===== src/rtl/ultrasonic_pkg.sv =====
// Shared definitions for the ultrasonic ranging link: responder states and
// the cm/us conversion constants used by both the responder and echo_timer.
package ultrasonic_pkg;

    typedef enum logic [2:0] {
        StIdle,
        StTrigHi,
        StBurst,
        StEchoHi,
        StHoldoff,
        StWaitLow
    } state_e;

    localparam int unsigned DEF_US_PER_CM  = 58;
    localparam int unsigned DEF_TIMEOUT_US = 38_000;

    function automatic int unsigned umax(input int unsigned a, input int unsigned b);
        return (a > b) ? a : b;
    endfunction

endpackage


===== src/rtl/us_tick_gen.sv =====
// Microsecond prescaler: one-cycle tick every CYC_PER_US clocks, restartable
// so that every duration is measured from the restart cycle.
module us_tick_gen #(
    parameter int unsigned CYC_PER_US = 12
) (
    input  logic clk,
    input  logic rst,
    input  logic restart,
    output logic tick
);

    localparam int unsigned W = (CYC_PER_US > 2) ? $clog2(CYC_PER_US) : 1;
    localparam logic [W-1:0] LAST = W'(CYC_PER_US - 1);

    logic [W-1:0] cnt_q, cnt_d;

    assign tick = (cnt_q == LAST);

    always_comb begin
        cnt_d = cnt_q + 1'b1;
        if (restart || tick) begin
            cnt_d = '0;
        end
    end

    always_ff @(posedge clk) begin
        if (!rst) begin
            cnt_q <= '0;
        end else begin
            cnt_q <= cnt_d;
        end
    end

endmodule


===== src/rtl/ultrasonic_echo_responder.sv =====
// HC-SR04 sensor stand-in: answers an accepted TRIG pulse with an ECHO pulse
// whose width encodes the latched distance, then holds off before re-arming.
module ultrasonic_echo_responder
    import ultrasonic_pkg::*;
#(
    parameter int unsigned CLK_FREQ_HZ = 12_000_000,
    parameter int unsigned TRIG_MIN_US = 10,
    parameter int unsigned BURST_US    = 200,
    parameter int unsigned US_PER_CM   = DEF_US_PER_CM,
    parameter int unsigned MAX_CM      = 400,
    parameter int unsigned TIMEOUT_US  = DEF_TIMEOUT_US,
    parameter int unsigned HOLDOFF_US  = 60_000
) (
    input  logic        clk,
    input  logic        rst,
    input  logic        TRIG,
    input  logic [15:0] dist_cm,
    output logic        ECHO,
    output logic        busy,
    output logic        trig_err
);

    localparam int unsigned CYC_PER_US = CLK_FREQ_HZ / 1_000_000;
    localparam int unsigned US_MAX =
        umax(umax(TIMEOUT_US, HOLDOFF_US), umax(umax(BURST_US, TRIG_MIN_US), US_PER_CM));
    localparam int unsigned US_W = $clog2(US_MAX + 1);

    localparam logic [US_W-1:0] TRIG_MIN_C   = US_W'(TRIG_MIN_US);
    localparam logic [US_W-1:0] BURST_LAST   = US_W'(BURST_US - 1);
    localparam logic [US_W-1:0] CM_LAST      = US_W'(US_PER_CM - 1);
    localparam logic [US_W-1:0] TIMEOUT_LAST = US_W'(TIMEOUT_US - 1);
    localparam logic [US_W-1:0] HOLDOFF_LAST = US_W'(HOLDOFF_US - 1);
    localparam logic [15:0]     MAX_CM_C     = 16'(MAX_CM);

    state_e          state_q, state_d;
    logic [US_W-1:0] us_q, us_d;
    logic [15:0]     cm_q, cm_d;
    logic            in_range_q, in_range_d;
    logic            err_d;
    logic            echo_q, busy_q, err_q;
    logic            trig_s1_q, trig_s2_q, trig_d_q;
    logic            trig_rise, trig_fall;
    logic            restart, tick;

    // Synchronizer is left out of reset so a TRIG held high across reset
    // release is seen as level, not as a fresh rising edge.
    always_ff @(posedge clk) begin
        trig_s1_q <= TRIG;
        trig_s2_q <= trig_s1_q;
        trig_d_q  <= trig_s2_q;
    end

    assign trig_rise = trig_s2_q & ~trig_d_q;
    assign trig_fall = ~trig_s2_q & trig_d_q;
    assign restart   = (state_d != state_q);

    us_tick_gen #(
        .CYC_PER_US(CYC_PER_US)
    ) u_tick (
        .clk    (clk),
        .rst    (rst),
        .restart(restart),
        .tick   (tick)
    );

    always_comb begin
        state_d    = state_q;
        us_d       = us_q;
        cm_d       = cm_q;
        in_range_d = in_range_q;
        err_d      = 1'b0;
        unique case (state_q)
            StIdle: begin
                if (trig_rise) begin
                    state_d = StTrigHi;
                end
            end
            StTrigHi: begin
                if (trig_fall) begin
                    if (us_q >= TRIG_MIN_C) begin
                        state_d    = StBurst;
                        cm_d       = dist_cm;
                        in_range_d = (dist_cm != 16'd0) && (dist_cm <= MAX_CM_C);
                    end else begin
                        state_d = StIdle;
                        err_d   = 1'b1;
                    end
                end else if (tick && (us_q < TRIG_MIN_C)) begin
                    us_d = us_q + 1'b1;
                end
            end
            StBurst: begin
                if (tick) begin
                    if (us_q == BURST_LAST) begin
                        state_d = StEchoHi;
                    end else begin
                        us_d = us_q + 1'b1;
                    end
                end
            end
            StEchoHi: begin
                // In range: us counter walks one cm, cm counter counts cms down.
                if (tick) begin
                    if (in_range_q) begin
                        if (us_q == CM_LAST) begin
                            us_d = '0;
                            if (cm_q == 16'd1) begin
                                state_d = StHoldoff;
                            end else begin
                                cm_d = cm_q - 16'd1;
                            end
                        end else begin
                            us_d = us_q + 1'b1;
                        end
                    end else if (us_q == TIMEOUT_LAST) begin
                        state_d = StHoldoff;
                    end else begin
                        us_d = us_q + 1'b1;
                    end
                end
            end
            StHoldoff: begin
                if (tick) begin
                    if (us_q == HOLDOFF_LAST) begin
                        state_d = StWaitLow;
                    end else begin
                        us_d = us_q + 1'b1;
                    end
                end
            end
            StWaitLow: begin
                if (!trig_s2_q) begin
                    state_d = StIdle;
                end
            end
            default: begin
                state_d = StWaitLow;
            end
        endcase
        if (state_d != state_q) begin
            us_d = '0;
        end
    end

    always_ff @(posedge clk) begin
        if (!rst) begin
            state_q    <= StWaitLow;
            us_q       <= '0;
            cm_q       <= '0;
            in_range_q <= 1'b0;
            echo_q     <= 1'b0;
            busy_q     <= 1'b0;
            err_q      <= 1'b0;
        end else begin
            state_q    <= state_d;
            us_q       <= us_d;
            cm_q       <= cm_d;
            in_range_q <= in_range_d;
            echo_q     <= (state_d == StEchoHi);
            busy_q     <= (state_d == StBurst) || (state_d == StEchoHi) ||
                          (state_d == StHoldoff);
            err_q      <= err_d;
        end
    end

    assign ECHO     = echo_q;
    assign busy     = busy_q;
    assign trig_err = err_q;

endmodule


===== config.mk =====
export PLATFORM = sky130hd
export DESIGN_NAME = ultrasonic_echo_responder
export DESIGN_NICKNAME = d
export VERILOG_FILES = /design/src/rtl/ultrasonic_pkg.sv /design/src/rtl/us_tick_gen.sv /design/src/rtl/ultrasonic_echo_responder.sv
export SDC_FILE = /design/constraint.sdc
export NUM_CORES = 1
export LEC_CHECK = 0
export ABC_AREA = 1
export BUFFER_PORTS_ARGS = -buffer_cell sky130_fd_sc_hd__buf_2
export CAP_MARGIN = 20
export CELL_PAD_IN_SITES_DETAIL_PLACEMENT = 1
export CELL_PAD_IN_SITES_GLOBAL_PLACEMENT = 1
export CORE_MARGIN = 8
export CORE_UTILIZATION = 41
export CTS_CLUSTER_SIZE = 20
export DETAILED_ROUTE_END_ITERATION = 12
export PLACE_DENSITY_LB_ADDON = 0.1
export SLEW_MARGIN = 20
export SYNTH_ARGS = -nofsm -noshare
export SYNTH_HDL_FRONTEND = slang
export SYNTH_HIERARCHICAL = 1
export SYNTH_SLANG_ARGS = --single-unit

===== constraint.sdc =====
create_clock -name clk -period 2.7 [get_ports clk]
set_clock_uncertainty 0.1 [all_clocks]
set_input_delay 0.27 -clock clk [delete_from_list [all_inputs] [get_ports clk]]
set_output_delay 0.27 -clock clk [all_outputs]
set_load 0.1 [all_outputs]

==> results.json <==
{
  "status": "completed",
  "synth-seq-cells": 46,
  "hold_slack_ns": 0.1406,
  "combPwrFrac_pct": 14.3,
  "die-width_um": 102.0,
  "worstMarginPinSlew_ns": 0.6993,
  "drt_iter0_markers": 78,
  "max-cap-violations": 0,
  "clock-sinks": 46,
  "io_buffers": 21,
  "hold_end": "cm_q[6]$_SDFFE_PN0P_",
  "dr.pass1.iters": 4,
  "netlist_area_um2": 3032,
  "via_count": 3097,
  "avgSynthCellArea_um2": 6.423,
  "rows": 31,
  "worstSetupPathType": "reg -> reg",
  "cts_buffers": 5,
  "core_um2": 7214,
  "fin_area_um2": 3341,
  "io_pins": 22,
  "wl_um": 8765,
  "fin_crit_sh_pct": 87.72,
  "rsz0062_at_grt": "no",
  "r2r-end": "u_tick/cnt_q[3]$_SDFF_PP0_",
  "gp_congestion": 0.8316,
  "power.share.clock_pct": 36.3,
  "min-delay-start": "dist_cm[6]",
  "antenna_found_initial": 0,
  "syn_to_final_growth_pct": 10.19,
  "switching_share_pct": 27.83,
  "htree_levels": 2,
  "design.die.area_um2": 10400,
  "maxSlewViolCount": 0,
  "worstPathRequired_ns": 2.84,
  "cts_buffer_depth": 2,
  "r2r-start": "us_q[0]$_SDFFE_PP0P_",
  "drt-vias-per-instance": 5.249,
  "endpoint_kind": "flop",
  "drc": 0,
  "rrSetupSlack_ns": 0.33,
  "seq_area_frac_synth_pct": 30.38,
  "worst_skew_pair.late_latency_ns": 0.30,
  "crit_fanout": 6,
  "synth_cells": 472,
  "maxSlewHeadroom_pct": 53.02,
  "ff2ff_path_depth": 17,
  "yosysWarnings": 6,
  "placed_cell_area_um2": 3218,
  "grt_max_degree": 23,
  "start_util_pct": 42.02,
  "finalSetupViolCount": 0,
  "peakVddDrop_mv": 0.1935,
  "hpwl_um": 6870,
  "fin_nets": 515,
  "crit_arrival_ns": 2.51,
  "min_path_type": "in -> reg",
  "finalHoldViolCount": 0,
  "layout_min_cycle_time_ns": 2.368,
  "ant_nets": 0,
  "setup_tns_ns": 0,
  "p_int_w": 0.001040,
  "max_freq_mhz": 422.2,
  "first_global_vias": 3264,
  "grt_usage_pct": 17.98,
  "power_density_nw_per_um2": 431.5,
  "synth.distinct_cells": 37,
  "cts_tree": "built",
  "leakage_nw": 1.318,
  "diodes": 0,
  "die_h_um": 102.0,
  "clk_pin_slew_ns": 0.09,
  "clock-root-buffer": "clkbuf_8",
  "worstHoldPathCells": 3,
  "p_sw_w": 0.0004012,
  "wl_per_cell_um": 14.86,
  "syn_nets": 497,
  "grt_first_pass_wirelength_um": 15180,
  "seqPwrFrac_pct": 49.5,
  "overflow": 0,
  "drive_gt1_share_pct": 14.46,
  "startpoint_type": "flop"
}
==> registers in the layout, indices dropped and copies added, names as in the netlist <==
signal and count:
state_q 3, trig_err 1, us_q 16, trig_s1_q 1, trig_s2_q 1, busy 1
ECHO 1, cm_q 16, in_range_q 1, u_tick/cnt_q 4, trig_d_q 1
==> cells in the final DEF (no fill, tap or decap), drive strengths merged, types with 2 or more instances in the layout <==
| master | instances |
|---|---|
| a31oi | 14 |
| clkbuf | 6 |
| ha | 6 |
| o211ai | 4 |
| a211oi | 2 |
| nor4 | 6 |
| nand2 | 101 |
| inv | 51 |
| nor3 | 9 |
| buf | 24 |
| xnor2 | 3 |
| nand4 | 9 |
| nor2 | 98 |
| nand3 | 31 |
| nand3b | 2 |
| a21oi | 24 |
| dfxtp | 46 |
| xor2 | 14 |
| o21ai | 32 |
==> power by group through the flow <==
stage	combinational [W]	clock, W	sequential (W)
2_1_floorplan	0.000142	0	0.000736
3_3_place_gp	0.000202	0	0.000727
3_5_place_dp	0.000207	0	0.000729
4_1_cts	0.000209	0.000543	0.000713
5_1_grt	0.000234	0.000573	0.000716
6_report	0.000206	0.000523	0.000713
==> cells in the mapped netlist <==
library cell,n,area share (%)
ha_1,6,2.5
o211ai_1,4,0.99
buf_8,1,0.50
nor3_1,9,1.5
inv_1,44,5.4
o31ai_1,1,0.25
o21ai_0,30,5.0
nor2_1,79,9.8
or2_0,1,0.21
buf_2,7,1.2
nor3b_1,1,0.25
xnor2_1,3,0.87
nor2_4,3,1.1
o21ai_1,2,0.33
a211oi_1,2,0.50
a31oi_1,14,2.9
nor4_1,6,1.2
a21oi_1,23,3.8
dfxtp_1,46,30
xor2_1,14,4.0
or4_1,1,0.25
nand4_2,1,0.41
nand3b_1,2,0.50
a21oi_2,1,0.29
clkinv_2,1,0.16
inv_2,7,0.87
a21boi_0,1,0.25
clkbuf_1,3,0.37
nand2_2,6,1.2
buf_1,1,0.12
nand2_1,94,12
nand3_1,29,4.8
nand2_4,1,0.37
buf_4,2,0.50
nor2_2,16,3.3
nand3_2,2,0.66
nand4_1,8,1.7
==> worst max-delay path by stage <==
stage                              start  slack (ns)                         end  cells after the start
finish              us_q[0]$_SDFFE_PP0P_        0.33  u_tick/cnt_q[3]$_SDFF_PP0_                     17
global placement    us_q[0]$_SDFFE_PP0P_        0.34  u_tick/cnt_q[3]$_SDFF_PP0_                     17
floorplan           us_q[0]$_SDFFE_PP0P_        0.66  u_tick/cnt_q[3]$_SDFF_PP0_                     17
CTS                 us_q[0]$_SDFFE_PP0P_        0.23  u_tick/cnt_q[3]$_SDFF_PP0_                     17
global route        us_q[0]$_SDFFE_PP0P_        0.04  u_tick/cnt_q[3]$_SDFF_PP0_                     17
detailed placement  us_q[0]$_SDFFE_PP0P_        0.24  u_tick/cnt_q[3]$_SDFF_PP0_                     17
==> logic make-up (layout without fill, tap and decap cells) <==
kind of cell / after synthesis / count (layout) / share of synthesized area [%]
AOI/OAI and AO/OA: 78 / 78 / 14.24
buffers and inverters: 66 / 85 / 9.120
and+or+nand+nor: 259 / 259 / 38.88
adders and majority gates: 6 / 6 / 2.476
xor gates and xnor gates: 17 / 17 / 4.912
DFF: 46 / 46 / 30.38
==> final cells by class <==
type                       count  area (um^2)
fill                        1005         3874
multi-input combinational    360         1839
sequential                    46        920.9
inverter                      52        196.4
timing repair buffer          25        150.1
tap                           99        123.9
clock buffer                   6        72.57
clock inverter                 2        37.54
==> critical path: stages, from the launching register on <==
cell and delay [ns]:
dfxtp_1 0.46, ha_2 0.29, nand2_2 0.09, inv_2 0.10, nand2_1 0.09, nor2_1 0.12
nand3_2 0.11, nand2_2 0.09, nand2_1 0.06, nand2_2 0.09, inv_1 0.04, nand3_1 0.07
nand2_1 0.06, nor2_2 0.14, inv_1 0.06, nor2_1 0.13, nand2_2 0.10, a21oi_1 0.11
==> metrics by stage <==
| stage | power, W | setup slack, ns | utilization, % | instances |
|---|---|---|---|---|
| finish | 0.001441 | 0.3317 | 46.31 | 590 |
| global route | 0.001523 | 0.03700 | 46.31 | 590 |
| CTS | 0.001464 | 0.2279 | 46.27 | 590 |
| detailed placement | 0.0009354 | 0.2401 | 44.61 | 581 |
| global placement | 0.0009290 | 0.3436 | 44.61 | 581 |
| floorplan | 0.0008779 | 0.6595 | - | 472 |
==> layer usage <==
layer	global-route usage [%]	vias up	wire, um
met3	2.861	16	161
met5	0	-	0
met1	20.54	1468	3952
li1	-	1572	-
met2	33.43	41	4522
met4	4.853	0	129
==> timing repair <==
action,4_1_cts,5_1_grt
gates resized for setup,0,1
endpoints found under the hold margin,1,0
hold buffers,1,0
endpoints found under the setup margin,0,1
buffers inserted,0,0
(Power assumes the default switching activity.)
